## config.mk

```make
export PLATFORM = sky130hd
export DESIGN_NAME = mem_access_unit_flat
export DESIGN_NICKNAME = d
export VERILOG_FILES = /design/src/rtl/mem_access_unit_pkg.sv /design/src/rtl/mem_access_unit_if.sv /design/src/rtl/mem_access_unit_lane.sv /design/src/rtl/mem_access_unit.sv /design/src/flat_wrapper.sv
export SDC_FILE = /design/constraint.sdc
export NUM_CORES = 1
export LEC_CHECK = 0
export ABC_AREA = 1
export CORE_MARGIN = 1.5
export CORE_UTILIZATION = 40
export CTS_CLUSTER_SIZE = 10
export DETAILED_ROUTE_END_ITERATION = 6
export GPL_ROUTABILITY_DRIVEN = 0
export GPL_TIMING_DRIVEN = 0
export PLACE_DENSITY_LB_ADDON = 0.25
export SLEW_MARGIN = 10
export SYNTH_ARGS = -nofsm -noshare
export SYNTH_HDL_FRONTEND = slang
export SYNTH_SLANG_ARGS = --single-unit
export TNS_END_PERCENT = 1
```

## constraint.sdc

```tcl
create_clock -name clk -period 14.55 [get_ports clk]
set_clock_uncertainty 0.2 [all_clocks]
set_input_delay 4.365 -clock clk [delete_from_list [all_inputs] [get_ports clk]]
set_output_delay 4.365 -clock clk [all_outputs]
set_load 0.05 [all_outputs]
```

## src/rtl/mem_access_unit_pkg.sv

```systemverilog
// Shared types and constants for the load/store access unit: FSM states,
// access-mode codes, byte-enable patterns and size/alignment helpers.
package mem_access_unit_pkg;

    typedef enum logic [1:0] {
        S_IDLE,
        S_BUS,
        S_RESP
    } state_e;

    localparam logic [2:0] MODE_W  = 3'b000;
    localparam logic [2:0] MODE_H  = 3'b001;
    localparam logic [2:0] MODE_B  = 3'b010;
    localparam logic [2:0] MODE_HS = 3'b101;
    localparam logic [2:0] MODE_BS = 3'b110;

    localparam logic [3:0] BE_BYTE = 4'b0001;
    localparam logic [3:0] BE_HALF = 4'b0011;
    localparam logic [3:0] BE_WORD = 4'b1111;

    // The reserved size code 11 falls through to word.
    function automatic logic size_is_byte(input logic [1:0] size);
        return size == 2'b10;
    endfunction

    function automatic logic size_is_half(input logic [1:0] size);
        return size == 2'b01;
    endfunction

    function automatic logic is_misaligned(input logic [1:0] size, input logic [1:0] addr_lo);
        if (size_is_byte(size)) return 1'b0;
        if (size_is_half(size)) return addr_lo[0];
        return addr_lo != 2'b00;
    endfunction

endpackage

```

## src/rtl/mem_access_unit_if.sv

```systemverilog
// Word-wide memory bus between the access unit (master) and memory (slave).
interface mem_access_unit_if;

    logic        bus_req;
    logic        bus_we;
    logic [31:0] bus_addr;
    logic [3:0]  bus_be;
    logic [31:0] bus_wdata;
    logic        bus_ack;
    logic [31:0] bus_rdata;

    modport master (
        output bus_req, bus_we, bus_addr, bus_be, bus_wdata,
        input  bus_ack, bus_rdata
    );

    modport slave (
        input  bus_req, bus_we, bus_addr, bus_be, bus_wdata,
        output bus_ack, bus_rdata
    );

endinterface

```

## src/rtl/mem_access_unit_lane.sv

```systemverilog
// Combinational lane formatting: store byte enables/replication and
// load lane extraction with sign or zero extension.
module mem_lane_fmt
    import mem_access_unit_pkg::*;
(
    input  logic [2:0]  mode,
    input  logic [1:0]  addr_lo,
    input  logic [31:0] wdata,
    input  logic [31:0] rdata_in,
    output logic [3:0]  be,
    output logic [31:0] wdata_rep,
    output logic [31:0] rdata_fmt
);

    logic [7:0]  byte_lane;
    logic [15:0] half_lane;

    always_comb begin
        // NOTE: every output gets a default first so no path can infer a latch.
        be        = BE_WORD;
        wdata_rep = wdata;
        rdata_fmt = rdata_in;

        case (addr_lo)
            2'd0:    byte_lane = rdata_in[7:0];
            2'd1:    byte_lane = rdata_in[15:8];
            2'd2:    byte_lane = rdata_in[23:16];
            default: byte_lane = rdata_in[31:24];
        endcase
        half_lane = addr_lo[1] ? rdata_in[31:16] : rdata_in[15:0];

        if (size_is_byte(mode[1:0])) begin
            be        = BE_BYTE << addr_lo;
            wdata_rep = {4{wdata[7:0]}};
            rdata_fmt = mode[2] ? {{24{byte_lane[7]}}, byte_lane} : {24'b0, byte_lane};
        end else if (size_is_half(mode[1:0])) begin
            be        = BE_HALF << addr_lo;
            wdata_rep = {2{wdata[15:0]}};
            rdata_fmt = mode[2] ? {{16{half_lane[15]}}, half_lane} : {16'b0, half_lane};
        end
    end

endmodule

```

## src/rtl/mem_access_unit.sv

```systemverilog
// Load/store access unit: accepts one access at a time, runs it on the
// memory bus with a timeout, and reports completion with error flags.
module mem_access_unit
    import mem_access_unit_pkg::*;
#(
    parameter int TIMEOUT_CYCLES = 16
) (
    input  logic               clk,
    input  logic               reset,
    input  logic               acc_valid,
    input  logic               acc_we,
    input  logic [2:0]         acc_mode,
    input  logic [31:0]        acc_addr,
    input  logic [31:0]        acc_wdata,
    output logic               acc_ready,
    output logic               done,
    output logic               err_misalign,
    output logic               err_timeout,
    output logic [31:0]        rdata,
    mem_access_unit_if.master  bus
);

    localparam int CW = $clog2(TIMEOUT_CYCLES + 1);
    localparam logic [CW-1:0] CNT_LAST = CW'(TIMEOUT_CYCLES - 1);

    state_e        state;
    logic [2:0]    lat_mode;
    logic [1:0]    lat_addr_lo;
    logic [CW-1:0] cnt;
    logic          pend_misalign;
    logic          pend_timeout;

    logic [2:0]    fmt_mode;
    logic [1:0]    fmt_addr_lo;
    logic [3:0]    fmt_be;
    logic [31:0]   fmt_wdata;
    logic [31:0]   fmt_rdata;

    // Store formatting comes from the live request at accept; load
    // extraction uses the latched request while the bus is busy.
    assign fmt_mode    = (state == S_IDLE) ? acc_mode : lat_mode;
    assign fmt_addr_lo = (state == S_IDLE) ? acc_addr[1:0] : lat_addr_lo;

    mem_lane_fmt u_lane_fmt (
        .mode      (fmt_mode),
        .addr_lo   (fmt_addr_lo),
        .wdata     (acc_wdata),
        .rdata_in  (bus.bus_rdata),
        .be        (fmt_be),
        .wdata_rep (fmt_wdata),
        .rdata_fmt (fmt_rdata)
    );

    // NOTE: all state uses non-blocking assignments under one async reset so every register updates together.
    always_ff @(posedge clk or posedge reset) begin
        if (reset) begin
            state         <= S_IDLE;
            acc_ready     <= 1'b1;
            done          <= 1'b0;
            err_misalign  <= 1'b0;
            err_timeout   <= 1'b0;
            rdata         <= '0;
            lat_mode      <= '0;
            lat_addr_lo   <= '0;
            cnt           <= '0;
            pend_misalign <= 1'b0;
            pend_timeout  <= 1'b0;
            bus.bus_req   <= 1'b0;
            bus.bus_we    <= 1'b0;
            bus.bus_addr  <= '0;
            bus.bus_be    <= '0;
            bus.bus_wdata <= '0;
        end else begin
            done         <= 1'b0;
            err_misalign <= 1'b0;
            err_timeout  <= 1'b0;
            case (state)
                S_IDLE: begin
                    if (acc_valid) begin
                        lat_mode      <= acc_mode;
                        lat_addr_lo   <= acc_addr[1:0];
                        bus.bus_we    <= acc_we;
                        pend_timeout  <= 1'b0;
                        acc_ready     <= 1'b0;
                        if (is_misaligned(acc_mode[1:0], acc_addr[1:0])) begin
                            pend_misalign <= 1'b1;
                            state         <= S_RESP;
                        end else begin
                            pend_misalign <= 1'b0;
                            bus.bus_req   <= 1'b1;
                            bus.bus_addr  <= {acc_addr[31:2], 2'b00};
                            bus.bus_be    <= fmt_be;
                            bus.bus_wdata <= fmt_wdata;
                            cnt           <= '0;
                            state         <= S_BUS;
                        end
                    end
                end
                S_BUS: begin
                    if (bus.bus_ack) begin
                        if (!bus.bus_we) rdata <= fmt_rdata;
                        bus.bus_req <= 1'b0;
                        state       <= S_RESP;
                    end else if (cnt == CNT_LAST) begin
                        pend_timeout <= 1'b1;
                        bus.bus_req  <= 1'b0;
                        state        <= S_RESP;
                    end else begin
                        cnt <= cnt + CW'(1);
                    end
                end
                default: begin
                    done         <= 1'b1;
                    err_misalign <= pend_misalign;
                    err_timeout  <= pend_timeout;
                    acc_ready    <= 1'b1;
                    state        <= S_IDLE;
                end
            endcase
        end
    end

endmodule
```

## src/flat_wrapper.sv

```systemverilog
// flat-port wrapper written by rule: the top's interface ports become plain ports
module mem_access_unit_flat import mem_access_unit_pkg::*;
#(
    parameter int TIMEOUT_CYCLES = 16
)
  (clk, reset, acc_valid, acc_we, acc_mode, acc_addr, acc_wdata, acc_ready, done, err_misalign, err_timeout, rdata, bus_bus_req, bus_bus_we, bus_bus_addr, bus_bus_be, bus_bus_wdata, bus_bus_ack, bus_bus_rdata);
  mem_access_unit_if bus_i ();
  input  logic clk;
  input  logic reset;
  input  logic acc_valid;
  input  logic acc_we;
  input  logic [2:0] acc_mode;
  input  logic [31:0] acc_addr;
  input  logic [31:0] acc_wdata;
  output logic acc_ready;
  output logic done;
  output logic err_misalign;
  output logic err_timeout;
  output logic [31:0] rdata;
  output wire logic [$bits(bus_i.bus_req)-1:0] bus_bus_req;
  output wire logic [$bits(bus_i.bus_we)-1:0] bus_bus_we;
  output wire logic [$bits(bus_i.bus_addr)-1:0] bus_bus_addr;
  output wire logic [$bits(bus_i.bus_be)-1:0] bus_bus_be;
  output wire logic [$bits(bus_i.bus_wdata)-1:0] bus_bus_wdata;
  input wire logic [$bits(bus_i.bus_ack)-1:0] bus_bus_ack;
  input wire logic [$bits(bus_i.bus_rdata)-1:0] bus_bus_rdata;
  assign bus_bus_req = bus_i.bus_req;
  assign bus_bus_we = bus_i.bus_we;
  assign bus_bus_addr = bus_i.bus_addr;
  assign bus_bus_be = bus_i.bus_be;
  assign bus_bus_wdata = bus_i.bus_wdata;
  assign bus_i.bus_ack = bus_bus_ack;
  assign bus_i.bus_rdata = bus_bus_rdata;
  mem_access_unit #(.TIMEOUT_CYCLES(TIMEOUT_CYCLES)) u_core (.clk(clk), .reset(reset), .acc_valid(acc_valid), .acc_we(acc_we), .acc_mode(acc_mode), .acc_addr(acc_addr), .acc_wdata(acc_wdata), .acc_ready(acc_ready), .done(done), .err_misalign(err_misalign), .err_timeout(err_timeout), .rdata(rdata), .bus(bus_i));
endmodule
```

After elaboration in Yosys (flattened, before gate mapping)
Index checks and enable logic that the tools add are counted.
Operators by class
  add/subtract/negate cells: 1
  equality and inequality tests: 14
  shifts and indexed selects: 2
  muxes and demuxes: 49
  bitwise operators: 3
  reductions and logical operators: 13
Operators with widths (number)
  $mux 32: 6
  $mux 1: 24
  $pmux 8 s3: 1
  $mux 5: 4
  $mux 16: 1
  $mux 2: 5
  $pmux 5 s2: 1
  $eq 2x1->1 const B: 4
  $mux 4: 2
  $ne 2x2->1 const B: 4
  $reduce_and 4->1: 2
  $eq 2x2->1 const B: 3
  $pmux 1 s2: 3
  $reduce_and 2->1: 3
  $reduce_and 3->1: 2
  $add 5x1->5 const B: 1
  $eq 5x4->1 const B: 1
  $reduce_and 5->1: 1
  $logic_not 2->1: 2
  $pmux 2 s2: 1
  $reduce_bool 2->1: 2
  $shl 1x2->4 const A: 1
  $shl 2x2->4 const A: 1
  $mux 3: 1
  other kinds (4): 6
Storage, ports and cells
  bits in registers: 118
  input bits: 104
  output and inout port bits: 106

Logic depth before layout (Yosys ltp)
Gate-level depths: netlist of the first run.
  depth in word-level cells: 14
  depth in mapped cells: 16

Cells and area by module
From an unflattened synthesis of the first run, not the netlist that was laid out.
Unflattened totals
  cell total of the unflattened synthesis: 795
  area total of the unflattened synthesis: 6107.1 um2
By module, submodules not included
  mem_access_unit: times used 1, cells each 467, area an instance 4650.7 um2
  mem_lane_fmt: times used 1, cells each 328, area an instance 1456.4 um2

Worst setup path before layout of the first run
Ideal clock, no wire load.
  path type: input-to-reg
  start: input acc_addr[0]
  end: register u_core.rdata[17]
  setup time: 118 ps
  arrival: 5769 ps
  data required time: 14232 ps
  path slack: 8463 ps
  stages: 15
  path buffers: 2
  cells stage by stage: inv_1 -> nand2_1 -> o21ai_0 -> inv_1 -> ha_1 -> buf_2 -> inv_2 -> nand2_1 -> nor2_1 -> nor2_1 -> nand3_2 -> nand2_4 -> buf_6 -> nor2_1 -> nor2_1
Between the ends
  word-level cells in the longest chain between the ends: 5
  elaborated cells on any way between the ends: 7
  those cells by class: eq/ne (2); mux (4); reduce/logical (1)
Ends and longest elaborated chain
  start, declared: line flat_wrapper.sv:13  | input logic [31:0] acc_addr;
  $mux 2 (*): line mem_access_unit.sv:42  | assign fmt_addr_lo = (state == S_IDLE) ? acc_addr[1:0] : lat_addr_lo;
  $eq 2x2->1, or another cell as far along: line mem_access_unit_lane.sv:24  | case (addr_lo)
  $pmux 8 s3 (*): line mem_access_unit_lane.sv:24
  $mux 32 (*): line mem_access_unit_lane.sv:35  | rdata_fmt = mode[2] ? {{24{byte_lane[7]}}, byte_lane} : {24'b0, byte_lane};
  $mux 32 (*): line mem_access_unit_lane.sv:32  | if (size_is_byte(mode[1:0])) begin
  end signal, assigned: line mem_access_unit.sv:101  | if (!bus.bus_we) rdata <= fmt_rdata;
  end, declared: line mem_access_unit.sv:19  | output logic [31:0] rdata,
Every way passes the cells marked *; elsewhere a longest branch is shown, timed or not.
A chain may end at the register's enable or synchronous reset.

Worst setup path in the final report of the first run
  start: input acc_addr[1]
  end: register u_core.rdata[26]
Between the ends
  word-level cells in the longest chain between the ends: 5
  elaborated cells on any way between the ends: 10
  those cells by class: eq/ne (2); mux (7); reduce/logical (1)
Ends and longest elaborated chain (line)
  $mux 2 (*): mem_access_unit.sv:42
  $eq 2x2->1, or another cell as far along: mem_access_unit_lane.sv:24
  $pmux 8 s3 or $mux 32 (tied branches): mem_access_unit_lane.sv:24, mem_access_unit_lane.sv:39
  $mux 32 (on tied branches): mem_access_unit_lane.sv:35, mem_access_unit_lane.sv:36
  $mux 32 (*): mem_access_unit_lane.sv:32
Marked as above.

==> results of run 1 <==
## kinds of logic (layout without fill, tap and decap cells)
family	count (synthesis)	in the layout	synth area share, %
buf+inv	91	331	6.835
simple gates	550	550	37.29
other cells	1	2	0.06152
flops	118	118	48.46
compound gates	70	70	5.973
xor+xnor	1	1	0.1437
fa+ha+maj	6	6	1.231
## registers in the layout, summed over array words and instances (netlist names)
register	cells
u_core.acc_ready	1
u_core.err_misalign	1
u_core.bus.bus_wdata	32
u_core.bus.bus_be	4
u_core.lat_addr_lo	2
u_core.pend_timeout	1
u_core.cnt	5
u_core.bus.bus_we	1
u_core.done	1
u_core.rdata	32
u_core.state	2
u_core.pend_misalign	1
u_core.lat_mode	3
u_core.bus.bus_req	1
u_core.bus.bus_addr	30
u_core.err_timeout	1
## cell type report
cell class              count  area, µm²
fillers                  1311       5685
flip-flops and latches    118       2954
multi-input cells         629       2729
repair buffers            208       2100
clock buffers              17      425.4
plain buffers              44      240.2
well taps                 184      230.2
inverters                  47      181.4
clock inverters            15      153.9
## power by group
part           internal, mW  switching [mW]
Sequential            0.487          0.0876
Clock                 0.252           0.162
Combinational         0.460           0.991
## synth_stat cells (all sizes together), types with 6 or more instances
master    n  share of area, %
a31oi     9              0.92
ha        6               1.2
clkbuf   13              0.80
dfrtp   117                48
o21ai    32               2.6
buf      31               3.1
a21oi    28               2.3
inv      46               2.8
nor2    136               8.9
nand3    82               6.9
nand2   332                22
## worst register-to-register path: cells and delay by family (launching register included)
kind | cells | cell delay (ns)
DFF | 1 | 0.51
and+or+nand+nor | 9 | 0.89
AOI/OAI and AO/OA | 1 | 0.41
adders and majority gates | 1 | 0.22
buffers and inverters | 3 | 0.69
## final timing paths
kind | to | slack (ns) | cells past startpoint
max reg2reg | u_core.rdata[26] | 11.53 | 14
min in group asynchronous | u_core.bus.bus_addr[7] | 4.13 | 2
min | u_core.bus.bus_addr[7] | 0.28 | 2
min reg2reg | u_core.bus.bus_addr[7] | 0.28 | 2
max | u_core.rdata[26] | 7.96 | 15
max in group asynchronous | u_core.rdata[25] | 9.31 | 3
## metal layers
metal,part of all wire (%),vias to the layer above,global-route usage (%)
met4,2.7,0,9.669
met3,9.1,37,7.550
met2,45,264,38.06
li1,-,3084,-
met5,0,-,0
met1,43,2842,30.77
==> results.cfg, run 1 <==
[run_status]
run_status = completed

[route]
avgViaCountPerCell = 4.934
avgRoutedWirePerCell_um = 14.77
firstDrtPassIters = 5
drtIter0Drc = 362
vias = 6227
drtAntennaViolNets = 0
wl_mm = 18.64
route.detailed.drc = 0

[worst_setup_path]
cp.required_ns = 14.70
critPathKind = input port to flop
cp_cell_sequence = clkdlybuf4s50_1 > nand2_4 > nand2_1 > inv_1 > ha_1 > clkbuf_1 > nand2_1 > nand2_1 > nor2_1 > nor2_1 > nand3_2 > nand2_4 > buf_6 > nor2_1 > nor2_1
crit_top_cell = nor2_1
start_kind = input port
worstReg2RegStart = u_core.state[1]
cp_slowest_cell = clkdlybuf4s50_1
arrival_ns = 6.74
cp_max_fo = 10
critPathBufInv = 4
cpPeakStageDelay_ns = 0.50
cp_top_family = buffers and inverters
end_kind = flop
startpoint = acc_addr[1]

[timing]
worst_slew_pin_slew_ns = 0.5627
slew_viol_final = 0
fin_hold_ws_ns = 0.2812
finalHoldViolations = 0
timing.setup.tns_ns = 0
timing.final.ws_setup_ns = 7.957
setup_violations = 0
post-route-min-period_ns = 6.593
slew_headroom_pct = 62.37
fmax_mhz = 151.7
rsz0062_at_grt = no
fin_crit_sh_pct = 45.31

[synthesis]
yosysWarningCount = 0
avgSynthCellArea_um2 = 7.283
async_flop_share_pct = 100.0
ys_seq_elements = 118
synth-edff-count = 0
ys_seq_area_share_pct = 48.46
mappedNetlistArea_um2 = 6096
synth_cells = 837
ys_types = 26
synthFlopType = dfrtp_1

[global_route]
grt_pass1_wl_mm = 30.11
grt_usage_pct = 24.06
grt_pass1_vias = 5919
antenna_found_initial = 0
globalRoute.totalOverflow = 0
grt_max_degree = 74

[power]
powerDensity_nw_per_um2 = 270.6
design_power_total_mw = 2.439
ir_drop_mv = 0.1526
power.leakage_nw = 4.346

[place]
dpl.cell_count = 1230
pre_cts_ws_ns = 7.552
hpwlAfterDp_mm = 13.63
dpl-instance-area_um2 = 8434
port_buffers = 207

[cts]
clk_latency_ns = 0.43
htreeDepth = 4
clk_path_buf_depth = 2
cts.sink_count = 118
cts.clk_slew.worst_paths_ns = 0.06
cts_inserted_buffers = 17
cts_resized = 0
tritoncts = yes
hold_buffers = 0
cts-root-buf = clkbuf_16
cts_setup_buffers = 0

[cells_and_area]
diodes = 0
fin_util_pct = 61.32
drive_gt1_share_pct = 8.720
final_common_cell = nand2_1
fin_cells = 1262
area_delta_synth_final_pct = 47.87
nets = 1175
design_area_um2 = 9014
final_cell_mix = nand2_1 (318), clkdlybuf4s50_1 (207), nor2_1 (131)

[floorplan]
die_w_um = 126.5
initial_core_util_pct = 41.47
fp.dieArea_um2 = 15990
die_h_um = 126.5
ios = 210
rows = 44
coreArea_um2 = 14700

[min_path]
min_from = u_core.bus.bus_addr[7]
min_path_type = flop to flop

[flow_run]
drv_cap = 0
Power figures use the tool's default switching activity.
==> inputs of run 2 (changes only) <==
==> constraint.sdc (replaced) <==
create_clock -name clk -period 5.58 [get_ports clk]
set_clock_uncertainty 0.2 [all_clocks]
set_input_delay 1.674 -clock clk [delete_from_list [all_inputs] [get_ports clk]]
set_output_delay 1.674 -clock clk [all_outputs]
set_load 0.05 [all_outputs]
==> results of run 2 <==
The final DEF is identical to that of run 1. Status: completed.
Main changes from that run: setup slack after placement 7.552 ns -> 1.273 ns; setup slack after layout 7.957 ns -> 1.678 ns; register-to-register setup slack 11.53 ns -> 2.56 ns; total power 2.439 mW -> 6.360 mW; worst IR drop on VDD 0.1526 mV -> 0.3980 mV
